--- src/rtl/store_commit_ctrl.sv ---
// rtl/store_commit_ctrl.sv - commit-side sequencer for plain stores, AMOs and fences
// Optional stall watchdog is built when STORE_COMMIT_WDOG_EN is defined.
module store_commit_ctrl #(
  parameter int unsigned WDOG_CYCLES = 1024,
  parameter int unsigned WDOG_W      = 16
) (
  input  logic        clk_i,
  input  logic        rst_ni,
  input  logic        st_commit_valid_i,
  output logic        st_commit_ack_o,
  input  logic        amo_commit_valid_i,
  output logic        amo_commit_ack_o,
  output logic [63:0] amo_result_o,
  input  logic        fence_valid_i,
  output logic        fence_done_o,
  output logic        commit_o,
  input  logic        commit_ready_i,
  input  logic        no_st_pending_i,
  output logic        amo_valid_commit_o,
  input  logic        amo_resp_ack_i,
  input  logic [63:0] amo_resp_result_i,
  output logic        busy_o,
  output logic [31:0] commit_cnt_o,
  output logic        wdog_err_o
);

  typedef enum logic [2:0] {
    IDLE       = 3'd0,
    AMO_DRAIN  = 3'd1,
    AMO_WAIT   = 3'd2,
    AMO_DONE   = 3'd3,
    FENCE_WAIT = 3'd4
  } state_e;

  state_e      state_q;
  logic [63:0] amo_result_q;
  logic [31:0] commit_cnt_q;
  logic        in_idle;
  logic        st_issue;
  logic        amo_take;
  logic        fence_take;
  logic        fence_fire;

  // Store and fence handshakes are zero-latency, so they are gated with reset
  // to keep every output low while reset is held.
  assign in_idle    = (state_q == IDLE);
  assign st_issue   = rst_ni && in_idle && st_commit_valid_i && commit_ready_i;
  assign amo_take   = in_idle && !st_commit_valid_i && amo_commit_valid_i;
  assign fence_take = in_idle && !st_commit_valid_i && !amo_commit_valid_i && fence_valid_i;
  assign fence_fire = rst_ni && (state_q == FENCE_WAIT) && no_st_pending_i;

  always_ff @(posedge clk_i or negedge rst_ni) begin
    if (!rst_ni) begin
      state_q      <= IDLE;
      amo_result_q <= 64'd0;
      commit_cnt_q <= 32'd0;
    end else begin
      if (st_issue) begin
        commit_cnt_q <= commit_cnt_q + 32'd1;
      end
      unique case (state_q)
        IDLE: begin
          if (amo_take) begin
            state_q <= AMO_DRAIN;
          end else if (fence_take) begin
            state_q <= FENCE_WAIT;
          end
        end
        AMO_DRAIN: begin
          if (no_st_pending_i) begin
            state_q <= AMO_WAIT;
          end
        end
        AMO_WAIT: begin
          if (amo_resp_ack_i) begin
            amo_result_q <= amo_resp_result_i;
            state_q      <= AMO_DONE;
          end
        end
        AMO_DONE: begin
          state_q <= IDLE;
        end
        FENCE_WAIT: begin
          if (fence_fire) begin
            state_q <= IDLE;
          end
        end
        default: begin
          state_q <= IDLE;
        end
      endcase
    end
  end

  assign commit_o           = st_issue;
  assign st_commit_ack_o    = st_issue;
  assign fence_done_o       = fence_fire;
  assign amo_valid_commit_o = (state_q == AMO_WAIT);
  assign amo_commit_ack_o   = (state_q == AMO_DONE);
  assign busy_o             = !in_idle;
  assign amo_result_o       = amo_result_q;
  assign commit_cnt_o       = commit_cnt_q;

`ifdef STORE_COMMIT_WDOG_EN
  logic [WDOG_W-1:0] wdog_cnt_q;
  logic              wdog_err_q;

  // The counter parks at the limit so a long stall cannot wrap it.
  always_ff @(posedge clk_i or negedge rst_ni) begin
    if (!rst_ni) begin
      wdog_cnt_q <= '0;
      wdog_err_q <= 1'b0;
    end else begin
      if (in_idle) begin
        wdog_cnt_q <= '0;
      end else if (wdog_cnt_q != WDOG_W'(WDOG_CYCLES)) begin
        wdog_cnt_q <= wdog_cnt_q + WDOG_W'(1);
      end
      if (wdog_cnt_q == WDOG_W'(WDOG_CYCLES)) begin
        wdog_err_q <= 1'b1;
      end
    end
  end

  assign wdog_err_o = wdog_err_q;
`else
  logic wdog_cfg_unused;
  assign wdog_cfg_unused = (WDOG_W'(WDOG_CYCLES) == '0);
  assign wdog_err_o      = 1'b0;
`endif

endmodule
--- config.mk ---
export PLATFORM = sky130hd
export DESIGN_NAME = store_commit_ctrl
export DESIGN_NICKNAME = d
export VERILOG_FILES = /design/src/rtl/store_commit_ctrl.sv
export SDC_FILE = /design/constraint.sdc
export NUM_CORES = 1
export LEC_CHECK = 0
export CAP_MARGIN = 40
export CORE_AREA = 2 2 80 159
export DETAILED_ROUTE_END_ITERATION = 12
export DIE_AREA = 0 0 82 161
export HOLD_SLACK_MARGIN = 0.1
export PLACE_DENSITY = 0.7
export SLEW_MARGIN = 0
export SYNTH_ARGS = -nofsm -noshare
export SYNTH_HDL_FRONTEND = slang
export SYNTH_SLANG_ARGS = --single-unit
export TNS_END_PERCENT = 20
--- constraint.sdc ---
create_clock -name clk_i -period 2.2 [get_ports clk_i]
set_input_delay 0.44 -clock clk_i [delete_from_list [all_inputs] [get_ports clk_i]]
set_output_delay 0.44 -clock clk_i [all_outputs]
set_load 0.02 [all_outputs]
==> flow_metrics.env <==
export IMPL_ir_worst_vdd_v=0.000857
export IMPL_drv_slew=0
export IMPL_yosysUniqueCellTypes=34
export IMPL_clk_latency_ns=0.34
export IMPL_synth_edf_count=0
export IMPL_final_area_mm2=0.00639
export IMPL_grt_start_max_net_pins=44
export IMPL_fin_setup_tns_ns=0
export IMPL_worstPathArrival_ns=1.72
export IMPL_yosysTopAreaCell="dfrtp_1"
export IMPL_routed_wl_um=9780
export IMPL_cap_viol_max_count=0
export IMPL_clk_pin_slew_worst_paths_ns=0.07
export IMPL_r2r_end="commit_cnt_o[28]$_DFFE_PN0P_"
export IMPL_layout_drive_gt1_share_pct=21.5
export IMPL_die_y_um=161
export IMPL_post_route_drc_count=0
export IMPL_finalHoldViolCount=0
export IMPL_nets=560
export IMPL_overflow=0
export IMPL_ys_seq_elements=99
export IMPL_cts_setup_buffers=0
export IMPL_critical_path_required_ns=1.76
export IMPL_grt_first_pass_wirelength_um=15300
export IMPL_wl_per_cell_um=15.3
export IMPL_clock_sinks=99
export IMPL_synth_area_mm2=0.00414
export IMPL_port_buffers=173
export IMPL_status="finished clean"
export IMPL_rows=57
export IMPL_power_leakage_uw=0.00278
export IMPL_worstReg2RegStart="state_q[0]$_DFFE_PN0P_"
export IMPL_syn_avg_cell_area_um2=13.6
export IMPL_fillers=1084
export IMPL_setup_worst_path_end_class="primary output"
export IMPL_synth_flop_cell="dfrtp_1"
export IMPL_post_route_period_util_pct=98.2
export IMPL_root_buffer="clkbuf_16"
export IMPL_drtPass1Iterations=4
export IMPL_finalCriticalPeriod_ns=2.16
export IMPL_async_flop_share_pct=100
export IMPL_clock_path_buffers=2
export IMPL_slew_headroom_pct=63.6
export IMPL_critPathKind="reg -> out"
export IMPL_syn_nets=377
export IMPL_start_util_pct=34.5
export IMPL_hold_slack_ns=0.131
export IMPL_r2r_slack_ns=0.19
export IMPL_finalSetupViolations=0
export IMPL_rr_worst_depth=5
export IMPL_ios=175
export IMPL_yosys_warnings=0
export IMPL_final_util_pct=53.4
export IMPL_cts_buffers=9
export IMPL_synth_cells=304
export IMPL_vias=3022
export IMPL_ys_seq_area_share_pct=59.9
export IMPL_core_area_mm2=0.0120
export IMPL_hp_class="in -> async"
export IMPL_area_delta_synth_final_pct=54.6
export IMPL_diodes=0
export IMPL_cts_tree="built"
export IMPL_skew_ns=0.0102
export IMPL_dpl_instance_area_mm2=0.00610
export IMPL_drtAntennaViolNets=0
export IMPL_power_uw=7980
export IMPL_routed_via_density=4.73
export IMPL_start_kind="flip-flop"
export IMPL_power_density_mw_per_mm2=1250
export IMPL_first_global_vias=3130
export IMPL_rsz0062_at_grt="true"
export IMPL_track_usage_pct=14.9
export IMPL_ctsHtreeMaxLevel=3
export IMPL_fmax_mhz=463
export IMPL_hpwl_um=7210
export IMPL_postCtsHoldBufs=0
export IMPL_ys_top_cells_by_area="dfrtp_1 60%, mux2_2 18%, xor2_1 5.3%"
export IMPL_drt_iter0_drc=67
export IMPL_grt_antenna_before_repair=0
export IMPL_gp_congestion=0.742
export IMPL_synth_top_area_share_pct=59.9
export IMPL_tightest_slew_ns=0.546
export IMPL_die_area_mm2=0.0132
export IMPL_worstPathMaxFanout=5
export IMPL_die_w_um=82
==> Yosys cell counts (3+ instances only) <==
cell	n
dfrtp_1	99
mux2_2	65
xor2_1	25
nand2_1	20
nor3_1	14
nor2_1	9
buf_2	8
nand4_1	7
xnor2_1	6
inv_1	5
nand3_1	5
and4_1	4
a21oi_1	3
buf_6	3
clkbuf_1	3
nor3_2	3
==> layout make-up <==
type	count	area (µm²)	area share (%)
sequential	99	2480	38.7
timing repair buffer	188	1880	29.3
multi-input combinational	184	1550	24.2
clock buffer	11	233	3.64
tap	147	184	2.88
clock inverter	5	60.1	0.939
inverter	5	18.8	0.293
==> layer usage <==
layer,vias to the layer above,GRT usage (%),share of wire [%]
li1,1417,-,-
met1,1438,19.6,43
met2,155,22.0,43
met3,12,6.15,12
met4,0,5.00,1.9
met5,-,0,0
==> state kept, by name, indices dropped and copies added (netlist names) <==
signal and cells:
commit_cnt_o 32, state_q 3, amo_result_o 64
==> power breakdown <==
group	switching [µW]	internal (µW)
logic	1640	1930
clock network	673	889
registers	363	2490
==> stage by stage <==
stage / cells / worst slack [ns]
6_report: 639 / 0.0403
5_1_grt: 639 / -0.0591
4_1_cts: 639 / 0.00625
3_5_place_dp: 623 / -0.178
3_3_place_gp: 623 / -0.164
2_1_floorplan: 304 / 0.0106
==> timing repair <==
item                                    in CTS  in global routing
endpoints found under the setup margin       4                 10
pin swaps                                    0                  1
cloned                                       0                  0
resized for setup                            4                  1
==> cell families after synthesis <==
family | synth area share (%)
fa+ha+maj | 0.303
mux | 17.7
buf+inv | 2.87
flops | 59.9
compound gates | 0.545
simple gates | 12.0
other cells | 0.0907
xor+xnor | 6.57
==> critical path, stage by stage, from the launching register on <==
cell and delay [ns]:
dfrtp_1 0.37, or3_1 0.46, nor2_1 0.20, dlygate4sd2_1 0.36
==> layout by cell type (no fill, tap or decap), types with 3 or more instances in the layout <==
cell type        count
clkdlybuf4s50_1    167
mux2_2              65
and4_1               4
xor2_1              25
clkbuf_16            9
buf_4               13
nor2_1               9
nor3_1              14
inv_1                5
nand2_1             20
nand4_1              7
a21oi_1              3
dlygate4sd2_1        4
buf_12               3
nor3_2               3
dfrtp_1             99
nand3_1              5
xnor2_1              6
==> how the worst max path moves through the flow <==
stage	cells past startpoint	start	slack, ns	end
after floorplan	5	state_q[0]$_DFFE_PN0P_	0.01	st_commit_ack_o
after global placement	4	no_st_pending_i	-0.16	fence_done_o
after detailed placement	4	no_st_pending_i	-0.18	fence_done_o
after CTS	3	state_q[0]$_DFFE_PN0P_	0.006	st_commit_ack_o
after global routing	3	state_q[1]$_DFFE_PN0P_	-0.06	commit_o
final	3	state_q[0]$_DFFE_PN0P_	0.04	st_commit_ack_o
No activity file was read; power rests on OpenSTA's default activity.
